--- src/rtl/random_strobe_gen.sv ---
// Random-interval strobe generator: a 16-bit Galois LFSR sets each interval to
// min_gap plus a pseudo-random slice, and a one-cycle strobe marks its end.
module random_strobe_gen #(
    parameter int GAP_W = 8
) (
    input  logic             clk,
    input  logic             reset,
    input  logic             enable,
    input  logic             seed_load,
    input  logic [15:0]      seed,
    input  logic [GAP_W-1:0] min_gap,
    output logic             random,
    output logic             rand_bit,
    output logic             busy,
    output logic [7:0]       strobe_cnt
);

    typedef enum logic [1:0] {
        IDLE  = 2'd0,
        LOAD  = 2'd1,
        COUNT = 2'd2,
        FIRE  = 2'd3
    } state_t;

    localparam logic [15:0] LFSR_DEFAULT = 16'hACE1;
    localparam logic [15:0] LFSR_TAPS    = 16'hB400;

    state_t           state_q;
    logic [15:0]      lfsr_q;
    logic [15:0]      lfsr_d;
    logic [15:0]      seed_d;
    logic [GAP_W:0]   cnt_q;
    logic [GAP_W:0]   gap_d;
    logic             random_q;
    logic             rand_bit_q;
    logic             busy_q;
    logic [7:0]       strobe_cnt_q;

    // A zero seed would lock the LFSR at zero, so it is replaced by the default.
    always_comb begin
        lfsr_d = {1'b0, lfsr_q[15:1]} ^ (lfsr_q[0] ? LFSR_TAPS : 16'h0000);
        seed_d = (seed == 16'h0000) ? LFSR_DEFAULT : seed;
        gap_d  = {1'b0, min_gap} + {1'b0, lfsr_q[GAP_W-1:0]};
    end

    always_ff @(posedge clk or posedge reset) begin
        if (reset) begin
            state_q      <= IDLE;
            lfsr_q       <= LFSR_DEFAULT;
            cnt_q        <= '0;
            random_q     <= 1'b0;
            rand_bit_q   <= 1'b0;
            busy_q       <= 1'b0;
            strobe_cnt_q <= 8'd0;
        end else begin
            if (seed_load) begin
                lfsr_q <= seed_d;
            end else if (state_q == LOAD) begin
                lfsr_q <= lfsr_d;
            end

            random_q <= 1'b0;

            case (state_q)
                IDLE: begin
                    if (enable) begin
                        state_q <= LOAD;
                        busy_q  <= 1'b1;
                    end
                end
                LOAD: begin
                    if (!enable) begin
                        state_q <= IDLE;
                        busy_q  <= 1'b0;
                    end else begin
                        // gap_d uses the LFSR value from before this cycle's advance
                        cnt_q   <= gap_d;
                        state_q <= COUNT;
                    end
                end
                COUNT: begin
                    if (!enable) begin
                        state_q <= IDLE;
                        busy_q  <= 1'b0;
                    end else if (cnt_q == '0) begin
                        state_q      <= FIRE;
                        random_q     <= 1'b1;
                        rand_bit_q   <= lfsr_q[15];
                        strobe_cnt_q <= strobe_cnt_q + 8'd1;
                    end else begin
                        cnt_q <= cnt_q - 1'b1;
                    end
                end
                FIRE: begin
                    if (enable) begin
                        state_q <= LOAD;
                    end else begin
                        state_q <= IDLE;
                        busy_q  <= 1'b0;
                    end
                end
                default: begin
                    state_q <= IDLE;
                    busy_q  <= 1'b0;
                end
            endcase
        end
    end

    assign random     = random_q;
    assign rand_bit   = rand_bit_q;
    assign busy       = busy_q;
    assign strobe_cnt = strobe_cnt_q;

endmodule
--- config.mk ---
export PLATFORM = sky130hd
export DESIGN_NAME = random_strobe_gen
export DESIGN_NICKNAME = d
export VERILOG_FILES = /design/src/rtl/random_strobe_gen.sv
export SDC_FILE = /design/constraint.sdc
export NUM_CORES = 1
export LEC_CHECK = 0
export BUFFER_PORTS_ARGS = -buffer_cell sky130_fd_sc_hd__buf_2
export CORE_MARGIN = 3
export CORE_UTILIZATION = 56
export DETAILED_ROUTE_END_ITERATION = 6
export GPL_ROUTABILITY_DRIVEN = 0
export GPL_TIMING_DRIVEN = 1
export PLACE_DENSITY = 0.8
export SKIP_LAST_GASP = 1
export SYNTH_ARGS = -nofsm -noshare
export SYNTH_HDL_FRONTEND = slang
export SYNTH_SLANG_ARGS = --single-unit
--- constraint.sdc ---
create_clock -name clk -period 2.6 [get_ports clk]
set_input_delay 0.39 -clock clk [delete_from_list [all_inputs] [get_ports clk]]
set_output_delay 0.39 -clock clk [all_outputs]
set_load 0.03 [all_outputs]
* Word-level counts from Yosys, hierarchy flattened
Cells that the tools add are included.
** Operators by class
- Bitwise gates (word level) :: 1
- Mux-type cells :: 20
- Add/sub/neg operators :: 3
- Equality and inequality tests :: 9
- Reductions and logical operators :: 10
** Operators with widths (number)
- $mux 16 :: 4
- $mux 9 :: 3
- $pmux 9 s2 :: 1
- $logic_not 16->1 :: 1
- $xor 15x16->16 :: 1
- $ne 2x2->1 const B :: 5
- $add 8x8->9 :: 1
- $logic_not 9->1 :: 1
- $sub 9x1->9 const B :: 1
- $add 8x1->8 const B :: 1
- $mux 2 :: 4
- $pmux 2 s4 :: 1
- $mux 1 :: 6
- $eq 2x2->1 const B :: 2
- $reduce_and 2->1 :: 2
- $reduce_and 4->1 :: 1
- $reduce_bool 2->1 :: 2
- $ne 3x3->1 const B :: 1
- $reduce_and 3->1 :: 1
- $reduce_or 3->1 :: 1
- $eq 2x1->1 const B :: 1
- $logic_not 2->1 :: 1
- $pmux 1 s2 :: 1
** Word-level totals
- Output and inout port bits :: 11
- Logic and storage cells :: 50
- Bits in registers :: 38

* Depth between registers and ports, before layout
- Depth after elaboration :: 4
- Mapped depth :: 9

* Worst setup path before layout
OpenSTA, ideal clock, no wires.
- Path kind :: register to register
- Start point :: register cnt_q[0]
- End point :: register strobe_cnt_q[5] (netlist: strobe_cnt[5])
- Slack :: 394 ps
- Cell stages (with the launch flop) :: 9
- Setup time :: 135 ps
- Arrival time :: 2071 ps
- Cells stage by stage :: dfrtp_1 inv_1 ha_1 or4b_1 buf_2 nor4_4 and4_4 nand3_2 xnor2_1
** On the way
- Longest elaborated chain between the ends :: 2
** Ends and longest elaborated chain
- from (decl) :: line 32 : logic [GAP_W:0] cnt_q;
- from (signal assigned) :: line 77 : cnt_q <= gap_d;
- from (signal assigned) :: line 91 : cnt_q <= cnt_q - 1'b1;
- $logic_not 9->1 :: line 85 : end else if (cnt_q == '0) begin
- $reduce_and 3->1 (no line)
- to (signal assigned) :: line 89 : strobe_cnt_q <= strobe_cnt_q + 8'd1;
- to (decl) :: line 37 : logic [7:0] strobe_cnt_q;
No other way between the ends.
A chain may end at the register's enable or synchronous reset.

* Worst setup path in the final report
- Start point :: register lfsr_q[0]
- End point :: register cnt_q[6]
** On the way
- Longest elaborated chain between the ends :: 3
** Ends and longest elaborated chain
- from (decl) :: line 29 : logic [15:0] lfsr_q;
- from (signal assigned) :: line 59 : lfsr_q <= lfsr_d;
- $add 8x8->9 :: line 43 : gap_d = {1'b0, min_gap} + {1'b0, lfsr_q[GAP_W-1:0]};
- $mux 9 :: line 72 : if (!enable) begin
- $pmux 9 s2 :: line 64 : case (state_q)
No other way between the ends. The select of a mux whose other input is x is not followed.

==> out/qor.yml <==
clocking:
  cts_made_buffers: 5
  htree_levels: 2
  clock_path_buffers: 2
  clk_pin_slew_worst_paths_ps: 80
  postCtsSetupRepairBufs: 0
  clock_sinks: 38
  clk_latency_ps: 290
  cts_resized: 0
  ctsRootBufferMaster: "clkbuf_8"
  cts_hold_buf: 0
  cts_tree: "built"
yosys:
  syn_area_per_cell_sq_um: 9.37
  synth_nets: 278
  synth_seq_cells: 38
  ys_top_cells_by_area: "dfrtp_1 (34%), dfstp_2 (9.4%), ha_1 (5.6%)"
  synth_top_area_share_pct: 33.5
  seq_area_frac_synth_pct: 42.9
  synth_commonest_cells: "dfrtp_1 (30), nor2_1 (28), nand2_1 (24)"
  async_flop_share_pct: 100
  synth_most_common_cell: "dfrtp_1"
  yosysTopAreaCell: "dfrtp_1"
  syn-cell-area_sq_um: 2240
  dominantRegCellSynth: "dfrtp_1"
  synth_edf_count: 0
  synthDistinctLibCells: 45
  synthCells: 239
  yosys_warnings: 0
sta:
  finalClockSkew_ps: 10.4
  finalSetupViolations: 0
  period_needed_ps: 2210
  max-slew-margin-rel_pct: 70.6
  rsz0062_at_grt: "false"
  tightest_slew_ps: 436
  finalCritPeriodShare_pct: 84.9
  hold_viol: 0
  fin_ws_ps: 392
  setup_tns_ps: 0
  fmaxAchievable_ghz: 0.453
  finalMaxSlewViolations: 0
flow_run:
  cap_violations: 0
route:
  route.detailed.drc: 0
  drt_iter0_markers: 142
  vias: 1863
  drt_pre_antenna_iters: 4
  wirelength_mm: 4.49
  drt-wirelength-per-cell_microns: 13.7
  ant_nets: 0
  vias_per_cell: 5.68
die:
  rows: 22
  dieArea_sq_um: 4790
  start_util_pct: 59.8
  die_h_microns: 69.2
  core_sq_um: 3740
  die-width_microns: 69.2
  ios: 39
grt:
  grt_max_degree: 39
  antenna_found_initial: 0
  grt_use_total_pct: 20.2
  grt_pass1_vias: 1832
  grt_pass1_wl_mm: 8.04
  overflow: 0
run_status:
  status: "finished clean"
critical_path:
  cp_max_fo: 6
  path_class: "flop to flop"
  worst_setup_path_end_kind: "flop"
  start_kind: "flop"
  cp.required_ps: 2840
  worst-endpoint-arrival_ps: 2440
placement:
  dp_cells: 320
  dp_hpwl_mm: 3.42
  port-buffer-count: 38
  pre_cts_ws_ps: 394
hold_path:
  min_path_type: "input pin to async pin"
pwr:
  p_leak_nw: 1.21
  ir_drop_uv: 363
  power_density_nw_per_um2: 715
cells_and_area:
  diodes: 0
  final_util_pct: 69.1
  drive_gt1_share_pct: 23.9
  finalNonFillerCells: 328
  area_growth_pct: 15.5
  fillCellCount: 327
  fin_nets: 318
==> worst paths after layout <==
| check | slack, ps | from | cells past startpoint | endpoint |
|---|---|---|---|---|
| worst min register to register | 480 | strobe_cnt[7] | 1 | strobe_cnt[7] |
| min in group clk | 320 | seed[9] | 3 | lfsr_q[9] |
| worst max register to register | 390 | lfsr_q[0] | 7 | cnt_q[6] |
| max in group asynchronous | 2060 | reset | 3 | lfsr_q[5] |
| worst min-delay path | 190 | reset | 3 | lfsr_q[9] |
| worst max-delay path | 390 | lfsr_q[0] | 7 | cnt_q[6] |
==> cells by family after synthesis <==
group	synth area share [%]
AOI/OAI and AO/OA	17.9
DFF	42.9
and+or+nand+nor	20.1
adders and majority gates	6.93
muxes	4.14
buffers and inverters	3.24
xor gates and xnor gates	4.70
==> where the power goes <==
part	switching, mW	internal [mW]
combinational	0.320	0.274
sequential	0.113	0.719
clock	0.210	0.213
==> through the flow <==
| stage | total power [mW] | hold WS [ps] | area [sq um] |
|---|---|---|---|
| 2_1_floorplan | 1.28 | 471 | 2240 |
| 3_3_place_gp | 1.41 | 455 | 2490 |
| 3_5_place_dp | 1.44 | 482 | 2490 |
| 4_1_cts | 1.86 | 212 | 2590 |
| 5_1_grt | 1.99 | 240 | 2590 |
| 6_report | 1.85 | 194 | 2590 |
==> layer usage <==
layer,GRT usage (%),wire length [microns],vias to the layer above
li1,-,-,942
met1,26.9,2100,874
met2,33.1,2150,41
met3,4.49,190,6
met4,6.07,42,0
met5,0,0,-
==> state kept, by name (all words and copies together), names as in the netlist <==
name / count
random: 1
rand_bit: 1
lfsr_q: 16
state_q: 2
cnt_q: 9
busy: 1
strobe_cnt: 8
==> critical path: stages, from the launching register on <==
cell and delay [ps]:
dfstp_2 610, ha_1 190, inv_1 50, fa_1 370, nor2b_1 210, o31ai_1 130, a2111oi_0 400, o22a_1 200
==> cells in the final DEF (no fill, tap or decap), types with 2 or more instances in the layout <==
cell type and instances:
o21a_1 3, nor3_1 5, nand3_2 2, nand2b_1 4, clkbuf_8 6, inv_1 8, buf_4 6, nor2_1 28
o22ai_1 2, o21ai_0 22, nor4_1 7, nand3_1 2, and4_1 2, buf_2 38, a21oi_1 9, mux2i_1 7
nor2b_1 3, dfrtp_1 30, nand4_1 4, dfstp_2 8, a21boi_0 2, a31oi_1 2, a22o_1 3, xnor2_1 11
nand2_1 24, ha_1 10, o22a_1 9, mux2_2 2, o31ai_1 2, a21o_1 2
==> area by class of cell <==
type / count / area (sq um) / share of cell area, %
Sequential cell: 38 / 961 / 37.2
Inverter: 8 / 30.0 / 1.16
Clock inverter: 2 / 12.5 / 0.484
Clock buffer: 6 / 82.6 / 3.19
Timing Repair Buffer: 44 / 235 / 9.10
Tap cell: 48 / 60.1 / 2.32
Multi-Input combinational cell: 182 / 1200 / 46.6
Note: power is estimated with default switching activity, not from simulation.
